### src/rtl/core_pkg.sv
// Shared types and constants for the ID/EX stage: field widths, JALR wait FSM state, control bubble.
// No logic of its own; imported by id_ex_stage and hazard_detect.
package core_pkg;

    localparam int ALU_OP_W   = 4;
    localparam int REG_ADDR_W = 5;

    typedef enum logic {
        IDLE = 1'b0,
        JW1  = 1'b1
    } jw_state_t;

    typedef struct packed {
        logic valid;
        logic reg_write;
        logic mem_read;
        logic mem_write;
    } ctrl_t;

    localparam ctrl_t CTRL_BUBBLE = '0;

endpackage

### src/rtl/id_ex_stage_hazard_detect.sv
// Purpose: combinational load-use and JALR-after-load hazard detection for the ID stage.
// Latency: zero (pure combinational).
// Backpressure: none; consumers gate the result with flush/freeze.
module hazard_detect
    import core_pkg::*;
(
    input  logic                  id_valid,
    input  logic [REG_ADDR_W-1:0] id_rs1,
    input  logic [REG_ADDR_W-1:0] id_rs2,
    input  logic                  id_use_rs1,
    input  logic                  id_use_rs2,
    input  logic                  id_mem_write,
    input  logic                  id_is_jalr,
    input  logic [REG_ADDR_W-1:0] ex_rd,
    input  logic                  ex_mem_read,
    input  logic [REG_ADDR_W-1:0] mem_rd,
    input  logic                  mem_mem_read,
    output logic                  load_use,
    output logic                  jalr_two,
    output logic                  jalr_hazard
);

    logic rs1_hit;
    logic rs2_hit;
    logic jalr_chk;
    logic jalr_one;

    assign rs1_hit = id_use_rs1 && (id_rs1 == ex_rd);
    // rs2 of a store is served by MEM-stage store-data forwarding
    assign rs2_hit = id_use_rs2 && (id_rs2 == ex_rd) && !id_mem_write;

    assign load_use = id_valid && ex_mem_read && (ex_rd != '0) && (rs1_hit || rs2_hit);

    assign jalr_chk    = id_valid && id_is_jalr && (id_rs1 != '0);
    assign jalr_two    = jalr_chk && ex_mem_read  && (id_rs1 == ex_rd);
    assign jalr_one    = jalr_chk && mem_mem_read && (id_rs1 == mem_rd);
    assign jalr_hazard = jalr_two || jalr_one;

endmodule

### src/rtl/id_ex_stage.sv
// Purpose: ID/EX pipeline register with load-use / JALR hazard bubbles; optional ID_EX_HAZARD_STAT_EN counters.
// Latency: one cycle ID -> ID_EX_*; stall_o is combinational in the ID cycle.
// Backpressure: stall_o holds IF/ID; ext_stall_i freezes this stage; flush_i overrides both.
module id_ex_stage
    import core_pkg::*;
#(
    parameter int DATA_W = 32,
    parameter int PC_W   = 32
) (
    input  logic                  cpu_clk,
    input  logic                  cpu_rst_n,
    input  logic                  id_valid,
    input  logic [PC_W-1:0]       id_pc,
    input  logic [REG_ADDR_W-1:0] id_rs1,
    input  logic [REG_ADDR_W-1:0] id_rs2,
    input  logic [REG_ADDR_W-1:0] id_rd,
    input  logic                  id_use_rs1,
    input  logic                  id_use_rs2,
    input  logic [DATA_W-1:0]     id_rd1,
    input  logic [DATA_W-1:0]     id_rd2,
    input  logic [DATA_W-1:0]     id_imm,
    input  logic [ALU_OP_W-1:0]   id_alu_op,
    input  logic                  id_reg_write,
    input  logic                  id_mem_read,
    input  logic                  id_mem_write,
    input  logic                  id_is_jalr,
    input  logic [REG_ADDR_W-1:0] EX_MEM_RD,
    input  logic                  EX_MEM_MEM_READ,
    input  logic                  flush_i,
    input  logic                  ext_stall_i,
    output logic                  stall_o,
    output logic                  ID_EX_VALID,
    output logic [PC_W-1:0]       ID_EX_PC,
    output logic [REG_ADDR_W-1:0] ID_EX_RS1_ADDR,
    output logic [REG_ADDR_W-1:0] ID_EX_RS2_ADDR,
    output logic [REG_ADDR_W-1:0] ID_EX_RD,
    output logic [DATA_W-1:0]     ID_EX_RD1,
    output logic [DATA_W-1:0]     ID_EX_RD2,
    output logic [DATA_W-1:0]     ID_EX_IMM,
    output logic [ALU_OP_W-1:0]   ID_EX_ALU_OP,
    output logic                  ID_EX_REG_WRITE,
    output logic                  ID_EX_MEM_READ,
    output logic                  ID_EX_MEM_WRITE
`ifdef ID_EX_HAZARD_STAT_EN
    ,
    output logic [31:0]           stat_lu_cnt,
    output logic [31:0]           stat_jalr_cnt,
    output logic [31:0]           stat_flush_cnt
`endif
);

    ctrl_t                 ctrl_q;
    logic [PC_W-1:0]       pc_q;
    logic [REG_ADDR_W-1:0] rs1_q, rs2_q, rd_q;
    logic [DATA_W-1:0]     rd1_q, rd2_q, imm_q;
    logic [ALU_OP_W-1:0]   alu_op_q;
    jw_state_t             state_q, state_d;

    logic load_use, jalr_two, jalr_hazard;
    logic load_bubble;
    logic advance;

    hazard_detect u_hazard_detect (
        .id_valid     (id_valid),
        .id_rs1       (id_rs1),
        .id_rs2       (id_rs2),
        .id_use_rs1   (id_use_rs1),
        .id_use_rs2   (id_use_rs2),
        .id_mem_write (id_mem_write),
        .id_is_jalr   (id_is_jalr),
        .ex_rd        (rd_q),
        .ex_mem_read  (ctrl_q.mem_read),
        .mem_rd       (EX_MEM_RD),
        .mem_mem_read (EX_MEM_MEM_READ),
        .load_use     (load_use),
        .jalr_two     (jalr_two),
        .jalr_hazard  (jalr_hazard)
    );

    assign stall_o     = !flush_i && (load_use || jalr_hazard || (state_q == JW1));
    assign advance     = !flush_i && !ext_stall_i;
    assign load_bubble = flush_i || (!ext_stall_i && stall_o);

    always_ff @(posedge cpu_clk or negedge cpu_rst_n) begin
        if (!cpu_rst_n) begin
            ctrl_q   <= CTRL_BUBBLE;
            pc_q     <= '0;
            rs1_q    <= '0;
            rs2_q    <= '0;
            rd_q     <= '0;
            rd1_q    <= '0;
            rd2_q    <= '0;
            imm_q    <= '0;
            alu_op_q <= '0;
        end else if (load_bubble) begin
            ctrl_q   <= CTRL_BUBBLE;
            pc_q     <= '0;
            rs1_q    <= '0;
            rs2_q    <= '0;
            rd_q     <= '0;
            rd1_q    <= '0;
            rd2_q    <= '0;
            imm_q    <= '0;
            alu_op_q <= '0;
        end else if (!ext_stall_i) begin
            // an invalid slot still carries its fields but never writes or touches memory
            ctrl_q   <= id_valid ? ctrl_t'{1'b1, id_reg_write, id_mem_read, id_mem_write} : CTRL_BUBBLE;
            pc_q     <= id_pc;
            rs1_q    <= id_rs1;
            rs2_q    <= id_rs2;
            rd_q     <= id_rd;
            rd1_q    <= id_rd1;
            rd2_q    <= id_rd2;
            imm_q    <= id_imm;
            alu_op_q <= id_alu_op;
        end
    end

    always_ff @(posedge cpu_clk or negedge cpu_rst_n) begin
        if (!cpu_rst_n) state_q <= IDLE;
        else            state_q <= state_d;
    end

    always_comb begin
        state_d = state_q;
        if (flush_i) begin
            state_d = IDLE;
        end else if (advance) begin
            case (state_q)
                IDLE:    if (jalr_two) state_d = JW1;
                JW1:     state_d = IDLE;
                default: state_d = IDLE;
            endcase
        end
    end

    assign ID_EX_VALID     = ctrl_q.valid;
    assign ID_EX_REG_WRITE = ctrl_q.reg_write;
    assign ID_EX_MEM_READ  = ctrl_q.mem_read;
    assign ID_EX_MEM_WRITE = ctrl_q.mem_write;
    assign ID_EX_PC        = pc_q;
    assign ID_EX_RS1_ADDR  = rs1_q;
    assign ID_EX_RS2_ADDR  = rs2_q;
    assign ID_EX_RD        = rd_q;
    assign ID_EX_RD1       = rd1_q;
    assign ID_EX_RD2       = rd2_q;
    assign ID_EX_IMM       = imm_q;
    assign ID_EX_ALU_OP    = alu_op_q;

`ifdef ID_EX_HAZARD_STAT_EN
    logic [31:0] lu_cnt_q, jalr_cnt_q, flush_cnt_q;

    always_ff @(posedge cpu_clk or negedge cpu_rst_n) begin
        if (!cpu_rst_n) begin
            lu_cnt_q    <= '0;
            jalr_cnt_q  <= '0;
            flush_cnt_q <= '0;
        end else if (!ext_stall_i) begin
            if (!flush_i && load_use && (lu_cnt_q != '1))
                lu_cnt_q <= lu_cnt_q + 32'd1;
            if (!flush_i && (jalr_hazard || (state_q == JW1)) && (jalr_cnt_q != '1))
                jalr_cnt_q <= jalr_cnt_q + 32'd1;
            if (flush_i && (flush_cnt_q != '1))
                flush_cnt_q <= flush_cnt_q + 32'd1;
        end
    end

    assign stat_lu_cnt    = lu_cnt_q;
    assign stat_jalr_cnt  = jalr_cnt_q;
    assign stat_flush_cnt = flush_cnt_q;
`endif

endmodule

### config.mk
export PLATFORM = sky130hd
export DESIGN_NAME = id_ex_stage
export DESIGN_NICKNAME = d
export VERILOG_FILES = /design/src/rtl/core_pkg.sv /design/src/rtl/id_ex_stage_hazard_detect.sv /design/src/rtl/id_ex_stage.sv
export SDC_FILE = /design/constraint.sdc
export NUM_CORES = 1
export LEC_CHECK = 0
export CORE_MARGIN = 5
export CORE_UTILIZATION = 39
export DETAILED_ROUTE_END_ITERATION = 16
export GPL_TIMING_DRIVEN = 0
export PLACE_DENSITY_LB_ADDON = 0.08
export SYNTH_ARGS = -nofsm -noshare
export SYNTH_HDL_FRONTEND = slang
export SYNTH_SLANG_ARGS = --single-unit
### constraint.sdc
create_clock -name cpu_clk -period 2.39 [get_ports cpu_clk]
set_clock_uncertainty 0.15 [all_clocks]
set_input_delay 0.478 -clock cpu_clk [delete_from_list [all_inputs] [get_ports cpu_clk]]
set_output_delay 0.478 -clock cpu_clk [all_outputs]
set_load 0.01 [all_outputs]
---- Yosys cells after proc, flatten, opt, wreduce, memory -nomap -nowiden ----
Cells that the tools add are included.
cells by class
  mux-type cells .......................... 23
  reduce and logical (&&, ||, !) cells .... 26
  bitwise gates (word level) .............. 1
  equal/unequal tests ..................... 4
operator list
  cell                                                              count
  32-bit two-way mux                                                8
  5-bit two-way mux                                                 6
  4-bit two-way mux                                                 5
  5-bit equality test                                               3
  1-bit logical AND                                                 15
  5-bit nonzero test                                                2
  1-bit logical OR                                                  5
  1-bit logical NOT                                                 3
  1-bit two-way mux                                                 3
  2-bit by 1-bit != test with 1-bit output (second input constant)  1
  1-bit case mux with 2 select lines                                1
  2-bit nonzero test                                                1
  1-bit NOT                                                         1
storage, ports and cells
  word-level logic and storage cells ...... 67
  input port bits ......................... 164
  flip-flop bits (word level) ............. 152
  output and inout port bits .............. 152

---- Depth between registers and ports, before layout ----
  word-level depth ........................ 11
  gate-level depth with buffers ........... 9

---- Modules after synthesis ----
A second synthesis with hierarchy kept.
second synthesis, totals
  cell total of the unflattened synthesis .. 392
  area, all modules ....................... 5835.6 um^2
modules (own cells, without submodules)
  module         seq. area each (um^2)  instances  area each (um^2)  cells an instance
  id_ex_stage    3803.6                 1          5606.6            362
  hazard_detect  0.0                    1          229.0             30

---- Least setup slack after synthesis ----
No wires, ideal clock.
  kind .................................... reg2out
  from .................................... register rd_q[2] (netlist: ID_EX_RD[2])
  to ...................................... output stall_o
  stages on the path, launching flop included .. 7
  path buffers ............................ 0
  setup slack ............................. 219 ps
  arrival ................................. 1543 ps
  cells stage by stage .................... dfrtp_1 > xnor2_1 > nand4_1 > nor4b_1 > o2111ai_1 > and2_1 > a21oi_1
between the ends
  word-level cells in the longest chain between the ends .. 8
ends and longest elaborated chain
  element                           RTL line                         text
  start: declaration                id_ex_stage.sv:54                logic [REG_ADDR_W-1:0] rs1_q, rs2_q, rd_q;
  start signal: assignment          id_ex_stage.sv:111               rd_q <= id_rd;
  5-bit equality test               id_ex_stage_hazard_detect.sv:30  assign rs2_hit = id_use_rs2 && (id_rs2 == ex_rd) && !id_mem_write;
  1-bit logical AND (2 in series)   id_ex_stage_hazard_detect.sv:30
  1-bit logical OR                  id_ex_stage_hazard_detect.sv:32  assign load_use = id_valid && ex_mem_read && (ex_rd != '0) && (rs1_hit || rs2_hit);
  1-bit logical AND                 id_ex_stage_hazard_detect.sv:32
  1-bit logical OR * (2 in series)  id_ex_stage.sv:80                assign stall_o = !flush_i && (load_use || jalr_hazard || (state_q == JW1));
  1-bit logical AND *               id_ex_stage.sv:80
  end: declaration                  id_ex_stage.sv:31                output logic stall_o,
Every way passes the cells marked *; elsewhere a longest branch is shown, timed or not.

---- Final worst setup path ----
  from .................................... input EX_MEM_RD[4]
  to ...................................... output stall_o
between the ends
  word-level cells in the longest chain between the ends .. 6
ends and longest elaborated chain
  element                         RTL line                         text
  start: declaration              id_ex_stage.sv:27                input logic [REG_ADDR_W-1:0] EX_MEM_RD,
  5-bit equality test             id_ex_stage_hazard_detect.sv:36  assign jalr_one = jalr_chk && mem_mem_read && (id_rs1 == mem_rd);
  1-bit logical AND               id_ex_stage_hazard_detect.sv:36
  1-bit logical OR                id_ex_stage_hazard_detect.sv:37  assign jalr_hazard = jalr_two || jalr_one;
  1-bit logical OR (2 in series)  id_ex_stage.sv:80
  1-bit logical AND               id_ex_stage.sv:80
No other way between the ends.

==> reports/qor.txt <==
Outcome: finished, violations left
Violated checks: setup timing
Area used by sequential logic in the layout: 3810 um^2
Data required time of the critical path: 1.76 ns
Average vias per placed instance: 5.19
Number of warnings printed during yosys synthesis: 0
Type of the worst min-delay path: input pin to flip-flop
Layout overhead on the synthesized area: 71.4%
Sort of element at the start of the critical path: input pin
Placed wire-length estimate: 14.4 mm
Net count of the mapped netlist: 544
Die width: 130 um
Layout Cells excl Fill: 917
Top cells by count, synth: 152 x sky130_fd_sc_hd__dfrtp_1, 148 x sky130_fd_sc_hd__a22o_1, 17 x sky130_fd_sc_hd__clkbuf_1
Largest net degree at the start of global routing: 80
Count of unresolved DRC violations after routing: 0
Core footprint: 14400 um^2
Total of flip-flops plus latches after synthesis: 152
Number of antenna violations at the first check in global routing: 0
Worst Path Class, Setup: input pin to primary output
Slew headroom: 0.536
Leakage: 4.33 nW
Actual slew at the worst max-slew pin: 0.695 ns
Async SR Flop Fraction: 1.00
Average cell area after synthesis: 14.9 um^2
Power density cells: 654 nW/um^2
Routed WL: 19.3 mm
Sequential fraction of the synthesis area: 0.672
Clock tree root buffer cell: sky130_fd_sc_hd__clkbuf_16
Largest fanout on the critical path: 2
Final setup violation count: 1
Fin crit share: 1.11
NumNets Final: 884
Met2 wire len: 9.23 mm
Total negative slack: -0.258 ns
Cell with the largest stage delay on the worst path: sky130_fd_sc_hd__clkdlybuf4s50_1
Count of cell types in the netlist: 27
Average wire per standard cell: 21.0 um
Skew-Pair Late Insertion Delay: 0.42 ns
Post-Synth Adder-Cell Area: 0
Via count of the first global-routing pass: 5147
Buffer levels on the longest clock path: 2
Hold Fails Final Rpt: 0
Number of enable flip-flop cells after synthesis: 0
Final weighted congestion in routability-driven placement: 0.822
Data arrival time of the critical path: 2.02 ns
Clock slew seen by the registers of the worst setup and hold paths: 0.06 ns
Fraction of the mapped netlist area in compound gates: 0.240
Synth top area share: 0.672
Number of antenna-violating nets in the routed design: 0
Die height: 130 um
Fill cell count: 1063
Total of max-cap violations: 0
FF-to-FF setup slack: 0.15 ns
Worst setup slack before clock tree synthesis: -0.953 ns
Time the worst path needs with I/O delays and setup: 2.65 ns
Syn Std Cell Area: 5660 um^2
Overall via count from detail_route: 4759
Post-Synthesis Cells: 380
Number of clock sinks seen by CTS: 152
Unrepaired setup endpoints after global routing: true
Gr usage total: 0.225
Fraction of synthesized cell area in xor and xnor cells: 0.0232
Starting density of the core: 0.394
Maximum vdd ir drop: 0.478 mV
Clock tree from TritonCTS: built
Most area-hungry cell type in the Yosys netlist: sky130_fd_sc_hd__dfrtp_1
Post-synthesis share of cell area spent on and, or, nand and nor gates: 0.0199
Wire length of the first global-routing pass: 28.9 mm
Largest family of logic cells by synthesized area: compound AO/OA/AOI/OAI gates
Site row count: 44
Wire length on met3: 1.89 mm
Top sig layer: met4
# H-tree levels: 4
Slowest Stage Delay on Critical Path: 0.42 ns
Number of DRC markers in iteration 0: 192
Synth Flop Type: sky130_fd_sc_hd__dfrtp_1
Footprint of the multi-input gates: 1630 um^2
Count leader, synth: sky130_fd_sc_hd__dfrtp_1
Sum of routed wire segments on met1: 7.52 mm
Total chip power: 6.34 mW
Post-route setup slack: -0.258 ns
Cell chain of the critical path: clkdlybuf4s50_1 > xor2_1 > nor4_1 > and3_1 > o21ai_1 > and2_4 > a21oi_2 > buf_2
Global route overflow: 0
Detailed-routing iteration count for the pre-antenna-repair pass: 4
Type of element capturing the critical path: primary output
Antenna Diode Count: 0
Count of buffers from port buffering: 315
Highest clock frequency the design can meet: 378 MHz
Clock buffer count from CTS: 17
Share of layout cells above drive strength 1: 0.101
Pins Over Slew Limit: 0
Placed cell count: 880
Num ports: 316
Leading post-synthesis cells by cell area: sky130_fd_sc_hd__dfrtp_1 67%, sky130_fd_sc_hd__a22o_1 23%, sky130_fd_sc_hd__buf_6 2.6%
Die Area: 17000 um^2
Fraction of synthesized area in multiplexers: 0
[layer usage]
| metal | track usage | up-vias |
|---|---|---|
| li1 | - | 2153 |
| met1 | 0.271 | 2326 |
| met2 | 0.364 | 236 |
| met3 | 0.0817 | 44 |
| met4 | 0.102 | 0 |
| met5 | 0 | - |
[cells by family (layout without fill, tap and decap cells)]
| kind of cell | Yosys count | after routing |
|---|---|---|
| AOI/OAI and AO/OA | 156 | 156 |
| xor gates and xnor gates | 15 | 15 |
| buffers and inverters | 36 | 389 |
| DFF | 152 | 152 |
| and+or+nand+nor | 21 | 21 |
[flip-flops by register name, summed over array words and instances (netlist names)]
name             cells
state_q              1
ID_EX_VALID          1
ID_EX_RD             5
ID_EX_IMM           32
ID_EX_RD2           32
ID_EX_ALU_OP         4
ID_EX_PC            32
ID_EX_MEM_WRITE      1
ID_EX_MEM_READ       1
ID_EX_RS2_ADDR       5
ID_EX_REG_WRITE      1
ID_EX_RD1           32
ID_EX_RS1_ADDR       5
[final timing paths]
kind	start	to	cells past startpoint
setup / recovery	EX_MEM_RD[4]	stall_o	8
hold / removal	id_rs2[4]	ID_EX_RS2_ADDR[4]	2
setup reg to reg	ID_EX_RD[2]	ID_EX_RD1[9]	8
hold reg to reg	ID_EX_IMM[2]	ID_EX_IMM[2]	1
max in group asynchronous	cpu_rst_n	ID_EX_RD[3]	3
min in group asynchronous	cpu_rst_n	ID_EX_RD2[10]	2
[cell type report]
cell class | instances | share of cell area
multi-input cells | 192 | 0.168
plain buffers | 33 | 0.0263
clock buffers | 19 | 0.0457
well taps | 184 | 0.0237
flip-flops and latches | 152 | 0.393
repair buffers | 322 | 0.331
inverters | 2 | 0.000774
clock inverters | 13 | 0.0110
[cell usage in the layout, fill, tap and decap left out, drive strengths merged, types with 3 or more instances in the layout]
cell and count:
xnor2 10, clkinv 7, dlygate4sd2 9, a22o 148
nand3 4, dfrtp 152, a32o 3, clkdlybuf4s50 304
clkbuf 36, nor2 5, buf 24, xor2 5
clkinvlp 5
[power breakdown]
| group | total (mW) | internal [mW] | switching [mW] |
|---|---|---|---|
| sequential | 2.80 | 2.72 | 0.0853 |
| combinational | 1.04 | 0.634 | 0.405 |
| clock | 2.50 | 1.45 | 1.06 |
| total | 6.34 | 4.80 | 1.55 |
[metrics by stage]
stage          cell area, um^2  utilization  hold slack [ns]
2_1_floorplan             5660            -           0.0324
3_3_place_gp              9040        0.629            0.326
3_5_place_dp              9070        0.631            0.339
4_1_cts                   9680        0.674            0.295
5_1_grt                   9700        0.675            0.307
6_report                  9700        0.675            0.309
[what timing repair did]
item / 4_1_cts / 5_1_grt
resized for setup: 23 / 19
pin swaps: 8 / 4
setup endpoints to repair: 122 / 121
buffers inserted: 5 / 0
hold endpoints to repair: 73 / 0
hold buffers: 1 / 0
[worst max-delay path, delay by kind of cell]
kind / cells / cell delay (ns)
AOI/OAI and AO/OA: 2 / 0.17
and+or+nand+nor: 3 / 0.66
xor gates and xnor gates: 1 / 0.15
buffers and inverters: 2 / 0.56
Power figures use the tool's default switching activity.
